<file path="src/rtl/octal_key_debounce.sv">
// octal_key_debounce: synchronize, debounce and one-hot-qualify eight key lines for the octal encoder
module octal_key_debounce #(
    parameter int DEBOUNCE_CYCLES = 4,
    localparam int CNT_W = $clog2(DEBOUNCE_CYCLES + 1)
) (
    input  logic       clk,
    input  logic       rst,
    input  logic [7:0] key_in,
    output logic [7:0] key_onehot,
    output logic       key_valid,
    output logic       key_held,
    output logic       multi_err
);
    typedef enum logic [1:0] {IDLE, DEBOUNCE, PRESSED, RELEASE} state_t;
    localparam logic [CNT_W-1:0] LAST = CNT_W'(DEBOUNCE_CYCLES - 1);
    state_t           state_q, state_d;
    logic [7:0]       s1_q, ks_q, sample_q, sample_d, onehot_q, onehot_d;
    logic [CNT_W-1:0] cnt_q, cnt_d;
    logic             valid_q, valid_d, err_q, err_d, single;
    assign single = (sample_q != 8'h00) && ((sample_q & (sample_q - 8'd1)) == 8'h00);
    // State, synchronizer and datapath registers; reset drops everything back to IDLE at once
    always_ff @(posedge clk or posedge rst) begin
        if (rst) begin
            state_q  <= IDLE;
            s1_q     <= '0;
            ks_q     <= '0;
            sample_q <= '0;
            onehot_q <= '0;
            cnt_q    <= '0;
            valid_q  <= 1'b0;
            err_q    <= 1'b0;
        end else begin
            state_q  <= state_d;
            s1_q     <= key_in;
            ks_q     <= s1_q;
            sample_q <= sample_d;
            onehot_q <= onehot_d;
            cnt_q    <= cnt_d;
            valid_q  <= valid_d;
            err_q    <= err_d;
        end
    end
    // Next-state logic: a press or release is accepted only after DEBOUNCE_CYCLES matching samples
    always_comb begin
        state_d  = state_q;
        sample_d = sample_q;
        onehot_d = onehot_q;
        cnt_d    = cnt_q;
        valid_d  = 1'b0;
        err_d    = 1'b0;
        case (state_q)
            IDLE: begin
                if (ks_q != 8'h00) begin
                    state_d  = DEBOUNCE;
                    sample_d = ks_q;
                    cnt_d    = '0;
                end
            end
            DEBOUNCE: begin
                if (ks_q == sample_q) begin
                    if (cnt_q == LAST) begin
                        state_d  = single ? PRESSED : RELEASE;
                        onehot_d = single ? sample_q : 8'h00;
                        valid_d  = single;
                        err_d    = !single;
                        cnt_d    = '0;
                    end else begin
                        cnt_d = cnt_q + 1'b1;
                    end
                end else if (ks_q == 8'h00) begin
                    state_d = IDLE;
                end else begin
                    sample_d = ks_q;
                    cnt_d    = '0;
                end
            end
            PRESSED: begin
                if (ks_q != onehot_q) begin
                    state_d = RELEASE;
                    cnt_d   = '0;
                end
            end
            RELEASE: begin
                if (ks_q == 8'h00) begin
                    if (cnt_q == LAST) begin
                        state_d  = IDLE;
                        onehot_d = 8'h00;
                    end else begin
                        cnt_d = cnt_q + 1'b1;
                    end
                end else if (ks_q == onehot_q && onehot_q != 8'h00) begin
                    state_d = PRESSED;
                end else begin
                    cnt_d = '0;
                end
            end
            default: state_d = IDLE;
        endcase
    end
    // Outputs: held stays up across a release bounce that returns to the accepted key
    always_comb begin
        key_onehot = onehot_q;
        key_valid  = valid_q;
        multi_err  = err_q;
        key_held   = (state_q == PRESSED) ||
                     (state_q == RELEASE && ks_q == onehot_q && onehot_q != 8'h00);
    end
endmodule

</file>
<file path="config.mk">
export PLATFORM = sky130hd
export DESIGN_NAME = octal_key_debounce
export DESIGN_NICKNAME = d
export VERILOG_FILES = /design/src/rtl/octal_key_debounce.sv
export SDC_FILE = /design/constraint.sdc
export NUM_CORES = 1
export LEC_CHECK = 0
export BUFFER_PORTS_ARGS = -buffer_cell sky130_fd_sc_hd__buf_2
export CAP_MARGIN = 20
export CORE_ASPECT_RATIO = 0.5
export CORE_MARGIN = 2
export CORE_UTILIZATION = 41
export DETAILED_ROUTE_END_ITERATION = 8
export SLEW_MARGIN = 15
export SYNTH_ARGS = -nofsm -noshare
export SYNTH_HDL_FRONTEND = slang
export SYNTH_SLANG_ARGS = --single-unit
</file>
<file path="constraint.sdc">
create_clock -name clk -period 3.8 [get_ports clk]
set_input_delay 0.19 -clock clk [delete_from_list [all_inputs] [get_ports clk]]
set_output_delay 0.19 -clock clk [all_outputs]
set_load 0.01 [all_outputs]
</file>
# ---- Yosys cells after proc, flatten, opt, wreduce, memory -nomap -nowiden
# Index checks and enable logic that the tools add are counted.
dict set report totals {
  register_bits 39
  latch_bits 0
  ram_bits 0
  mem_bits_ro 0
  inputBits 10
  output_inout_bits 11
  wordCells 86
  mem_count 0
}
dict set report classes {
  n_addsub 2
  n_mul 0
  div_mod_pow 0
  order_cmp 0
  eq_ne 22
  shift 0
  muxes 35
  bitwise_logic 1
  reduce_logical 18
}
# cell n
set op_table {}
lappend op_table {{8-bit two-way mux} 8}
lappend op_table {{8-bit case mux with 2 select lines} 2}
lappend op_table {{3-bit two-way mux} 8}
lappend op_table {{8-bit nonzero test} 3}
lappend op_table {{3-bit inequality test (second input constant)} 7}
lappend op_table {{8-bit equality test} 2}
lappend op_table {{8-bit zero test} 2}
lappend op_table {{2-bit two-way mux} 8}
lappend op_table {{2-bit inequality test (second input constant)} 8}
lappend op_table {{3-bit case mux with 4 select lines} 1}
lappend op_table {{5-bit AND reduction} 2}
lappend op_table {{8-bit bitwise AND} 1}
lappend op_table {{8-bit inequality test} 1}
lappend op_table {{2-bit case mux with 4 select lines} 1}
lappend op_table {{8-bit by 1-bit subtractor with 8-bit output (second input constant)} 1}
lappend op_table {{1-bit two-way mux} 7}
lappend op_table {{6-bit AND reduction} 1}
lappend op_table {{2-bit equality test (second input constant)} 2}
lappend op_table {{1-bit logical AND} 4}
lappend op_table {{4-bit AND reduction} 1}
lappend op_table {{2-bit nonzero test} 2}
lappend op_table {{3-bit by 1-bit adder with 3-bit output (second input constant)} 1}
lappend op_table {{3-bit by 2-bit equality test with 1-bit output (second input constant)} 1}
lappend op_table {{2-bit by 1-bit equality test with 1-bit output (second input constant)} 1}
lappend op_table {{3 further kinds} 3}

# ---- Logic depth before layout (Yosys ltp)
dict set report logic_depth {
  ltp_word 8
  ltp_mapped 7
  mapped_depth_nobuf 7
}

# ---- Worst setup path after synthesis
# No wires, ideal clock.
dict set report synth_path {
  path_type {register to register}
  start {register onehot_q[5] (netlist: key_onehot[5])}
  end {register cnt_q[1]}
  setup_ns 0.128
  t_arrival_ns 1.758
  required_ns 3.672
  slack_ns 1.914
  stages_incl_launch_ff 6
  n_path_buf 0
  period_less_slack_ns 1.886
  path_cell_list {dfrtp_1 xor2_1 nor4_1 o2111ai_1 a21oi_2 mux2_1}
}
dict set report synth_via {
  elab_chain_len 4
  elab_cells_between_ends 7
  classes_between {4 x eq/ne; 3 x reduce/logical}
}
# element line_no
set synth_rtl {}
lappend synth_rtl {{start: declaration} 17} ;# logic [7:0] s1_q, ks_q, sample_q, sample_d, onehot_q, onehot_d;
lappend synth_rtl {{start signal: assignment} 37} ;# onehot_q <= onehot_d;
lappend synth_rtl {{8-bit equality test or 8-bit nonzero test (tied branches)} 91} ;# end else if (ks_q == onehot_q && onehot_q != 8'h00) begin
lappend synth_rtl {{1-bit logical AND} 91}
lappend synth_rtl {{3-bit inequality test (no line)} n/a}
lappend synth_rtl {{5-bit AND reduction (no line) *} n/a}
lappend synth_rtl {{end signal: assignment} 38} ;# cnt_q <= cnt_d;
lappend synth_rtl {{end: declaration} 18} ;# logic [CNT_W-1:0] cnt_q, cnt_d;
# Every way passes the cells marked *; elsewhere a longest branch is shown, timed or not.
# A chain may end at the register's enable or synchronous reset.

# ---- Worst setup path in the final report
dict set report layout_path {
  start {register ks_q[5]}
  end {register cnt_q[1]}
}
dict set report layout_via {
  elab_chain_len 4
  elab_cells_between_ends 15
  classes_between {8 x eq/ne; 3 x mux; 4 x reduce/logical}
}
# element line_no
set layout_rtl {}
lappend layout_rtl {{start: declaration} 17}
lappend layout_rtl {{start signal: assignment} 35} ;# ks_q <= s1_q;
lappend layout_rtl {{8-bit equality test} 91}
lappend layout_rtl {{1-bit logical AND} 91}
lappend layout_rtl {{3-bit inequality test (no line)} n/a}
lappend layout_rtl {{5-bit AND reduction (no line)} n/a}
# Parallel ways exist; a longest one is shown, timed or not.

==> impl_metrics.ini <==
[pwr]
powerDensity_nw_per_um2 = 390.7
ir_worst_vdd_mv = 0.2297
power_leakage_uw = 0.0009391

[clock_network]
cts_root_buf = clkbuf_8
clk_latency_ns = 0.29
cts_tree = done
numCtsBuffers = 5
clkSlewWorstSetupHoldPaths_ns = 0.07
cts_max_level = 2
clock-sinks = 39
postCtsSetupBuffers = 0
clockBufferDepth = 2

[sta]
fin_crit_ns = 2.219
fin_skew_ns = 0.005423
fin_setup_tns_ns = 0
fmax_mhz = 450.8
drv_slew = 0
tightest_slew_ns = 0.6650
whs_ns = -0.01311
setup_viol = 0
rsz0062_at_grt = no
hold_viol_final = 9
max_slew_margin_pct = 55.26
period_share_pct = 58.38

[critical_path]
worst_setup_path_end_kind = flop
path_cells = xor2_1 > nor4_1 > o2111ai_1 > a21oi_2 > mux2_1
cp.required_ns = 3.97
start_kind = flop
critPathMaxStageDelay_ns = 0.56
crit_type = flop to flop
critPathSlowestCell = nor4_1
cp_max_fo = 4
worstPathArrival_ns = 2.39

[finish]
final_nets = 190
antenna_cells = 0
register_area_um2 = 975.9
syn2layout_area_growth_pct = 17.82
fill_cells = 359
multi_input_area_um2 = 765.7
drive_above_1_share_pct = 24.86

[synth]
yosysWarnings = 0
yosysTopAreaCell = dfrtp_1
netlist.area_leader.share_pct = 54.09
synthesis.area_um2 = 1804
ys_ff_latch = 39
syn-num-nets = 159
synth_area_leaders = dfrtp_1 (54%), mux2_2 (5.0%), a22o_1 (3.9%)
synth.distinct_cells = 45
syn_area_per_cell_um2 = 12.36
yosysSeqAreaShare_pct = 54.09
syn-instance-count = 146

[floorplanning]
rows = 16
io_pins = 21
dieArea_um2 = 4979
core_um2 = 4064
die_x_um = 97.82
start_util_pct = 44.40
fp.dieH_um = 50.91

[drt]
drt_iter0_drc = 102
drt-met1-wl_um = 1827
wl_met3_um = 172
met2_length_um = 1427
viasPerCell = 5.325
drtPass1Iterations = 4
highest_layer = met4
ant_nets = 0
vias = 1230
wl_per_cell_um = 15.04
wl_um = 3475
drc = 0

[global_route]
grt_use_total_pct = 15.93
first_global_vias = 1211
grt_pass1_wl_um = 6030
grt_max_degree = 40
grt_overflow = 0
antenna_found_initial = 0

[placed_design]
routabilityCongestion = 0.8258
dpl.hpwl_um = 2510
port_buffers = 20

[hold_path]
hp-class = input pin to asynchronous set/reset pin

[job]
maxCapViolations = 0

[outcome]
failed_checks = negative hold slack
outcome = complete, but fails checks
[synthesized netlist by cell type (all sizes together)]
| cell type | number |
|---|---|
| and3 | 2 |
| buf | 4 |
| xor2 | 8 |
| nor4b | 3 |
| ha | 3 |
| maj3 | 1 |
| clkbuf | 1 |
| o221ai | 1 |
| a22o | 8 |
| nand3 | 4 |
| or4 | 1 |
| and4 | 1 |
| mux2 | 9 |
| nand2 | 7 |
| nand3b | 2 |
| a21boi | 1 |
| a31oi | 1 |
| o41ai | 1 |
| o211a | 1 |
| o21ai | 4 |
| nor3b | 2 |
| nor3 | 4 |
| nor4 | 7 |
| a311oi | 1 |
| mux2i | 2 |
| a21oi | 3 |
| nand4 | 2 |
| dfrtp | 39 |
| and2 | 1 |
| nor2 | 5 |
| a211oi | 2 |
| xnor2 | 8 |
| o2111ai | 1 |
| inv | 6 |
[registers in the layout, indices dropped and copies added (netlist names)]
| signal | count |
|---|---|
| key_onehot | 8 |
| multi_err | 1 |
| ks_q | 8 |
| s1_q | 8 |
| sample_q | 8 |
| state_q | 2 |
| cnt_q | 3 |
| key_valid | 1 |
[cell type report]
cell class	count	share of cell area (%)
flip-flops and latches	39	45.91
multi-input cells	96	36.02
repair buffers	29	8.829
clock buffers	5	3.237
well taps	54	3.178
clock inverters	2	1.766
inverters	6	1.059
[stage by stage]
stage          std cells  setup slack (ns)  power (µW)  area [µm²]  util, %
2_1_floorplan        146             1.914       487.8        1804        -
3_5_place_dp         216             1.599       501.5        1939    47.72
4_1_cts              230             1.572       839.8        2116    52.06
3_3_place_gp         216             1.549       499.6        1939    47.72
5_1_grt              231             1.436       875.8        2126    52.31
6_report             231             1.581       830.5        2126    52.31
[cells by family after synthesis]
group | share of synthesized area (%)
adder cells (fa/ha/maj) | 2.635
buffers and inverters | 3.467
flip-flops | 54.09
AND/OR/NAND/NOR | 14.29
XOR/XNOR | 7.767
AO/OA/AOI/OAI | 11.03
multiplexers | 6.727
[metal layers]
metal  global-route usage [%]  vias to the layer above
li1                         -                      588
met1                    24.35                      604
met2                    21.26                       31
met3                    4.104                        7
met4                    6.250                        0
met5                        0                        -
[final timing paths]
| kind | startpoint | to | slack, ns | cells after the start |
|---|---|---|---|---|
| worst max-delay path | ks_q[5] | cnt_q[1] | 1.58 | 5 |
| worst min-delay path | rst | s1_q[0] | -0.01 | 3 |
| worst max register to register | ks_q[5] | cnt_q[1] | 1.58 | 5 |
| worst min register to register | s1_q[4] | ks_q[4] | 0.35 | 0 |
| max in group asynchronous | rst | cnt_q[1] | 3.46 | 3 |
| min in group clk | s1_q[4] | ks_q[4] | 0.35 | 0 |
[worst max-delay path, delay by kind of cell, from the launching register on]
| kind | cells | cell delay (ns) |
|---|---|---|
| and+or+nand+nor | 1 | 0.56 |
| muxes | 1 | 0.34 |
| DFF | 1 | 0.43 |
| xor gates and xnor gates | 1 | 0.18 |
| AOI/OAI and AO/OA | 2 | 0.59 |
[repair_timing]
action,4_1_cts,5_1_grt
hold buffers,7,1
endpoints found under the hold margin,7,1
gates resized for setup,0,0
[where the power goes]
part           leakage, µW  total [µW]  switching [µW]  internal, µW
combinational     0.000405        52.8            25.9          26.9
sequential        0.000484         446            18.0           428
clock            0.0000502         331             140           192
total             0.000939         831             184           647
[placed cells by master (no fill, tap or decap), drive strengths merged, types with 3 or more instances in the layout]
cell	n
nor2	5
inv	6
xor2	8
nand3	4
ha	3
o21ai	4
clkbuf	5
nor4b	3
a22o	8
nor4	7
mux2	9
dfrtp	39
nor3	4
nand2	7
dlygate4sd3	8
buf	21
xnor2	8
a21oi	3
Power figures use the tool's default switching activity.
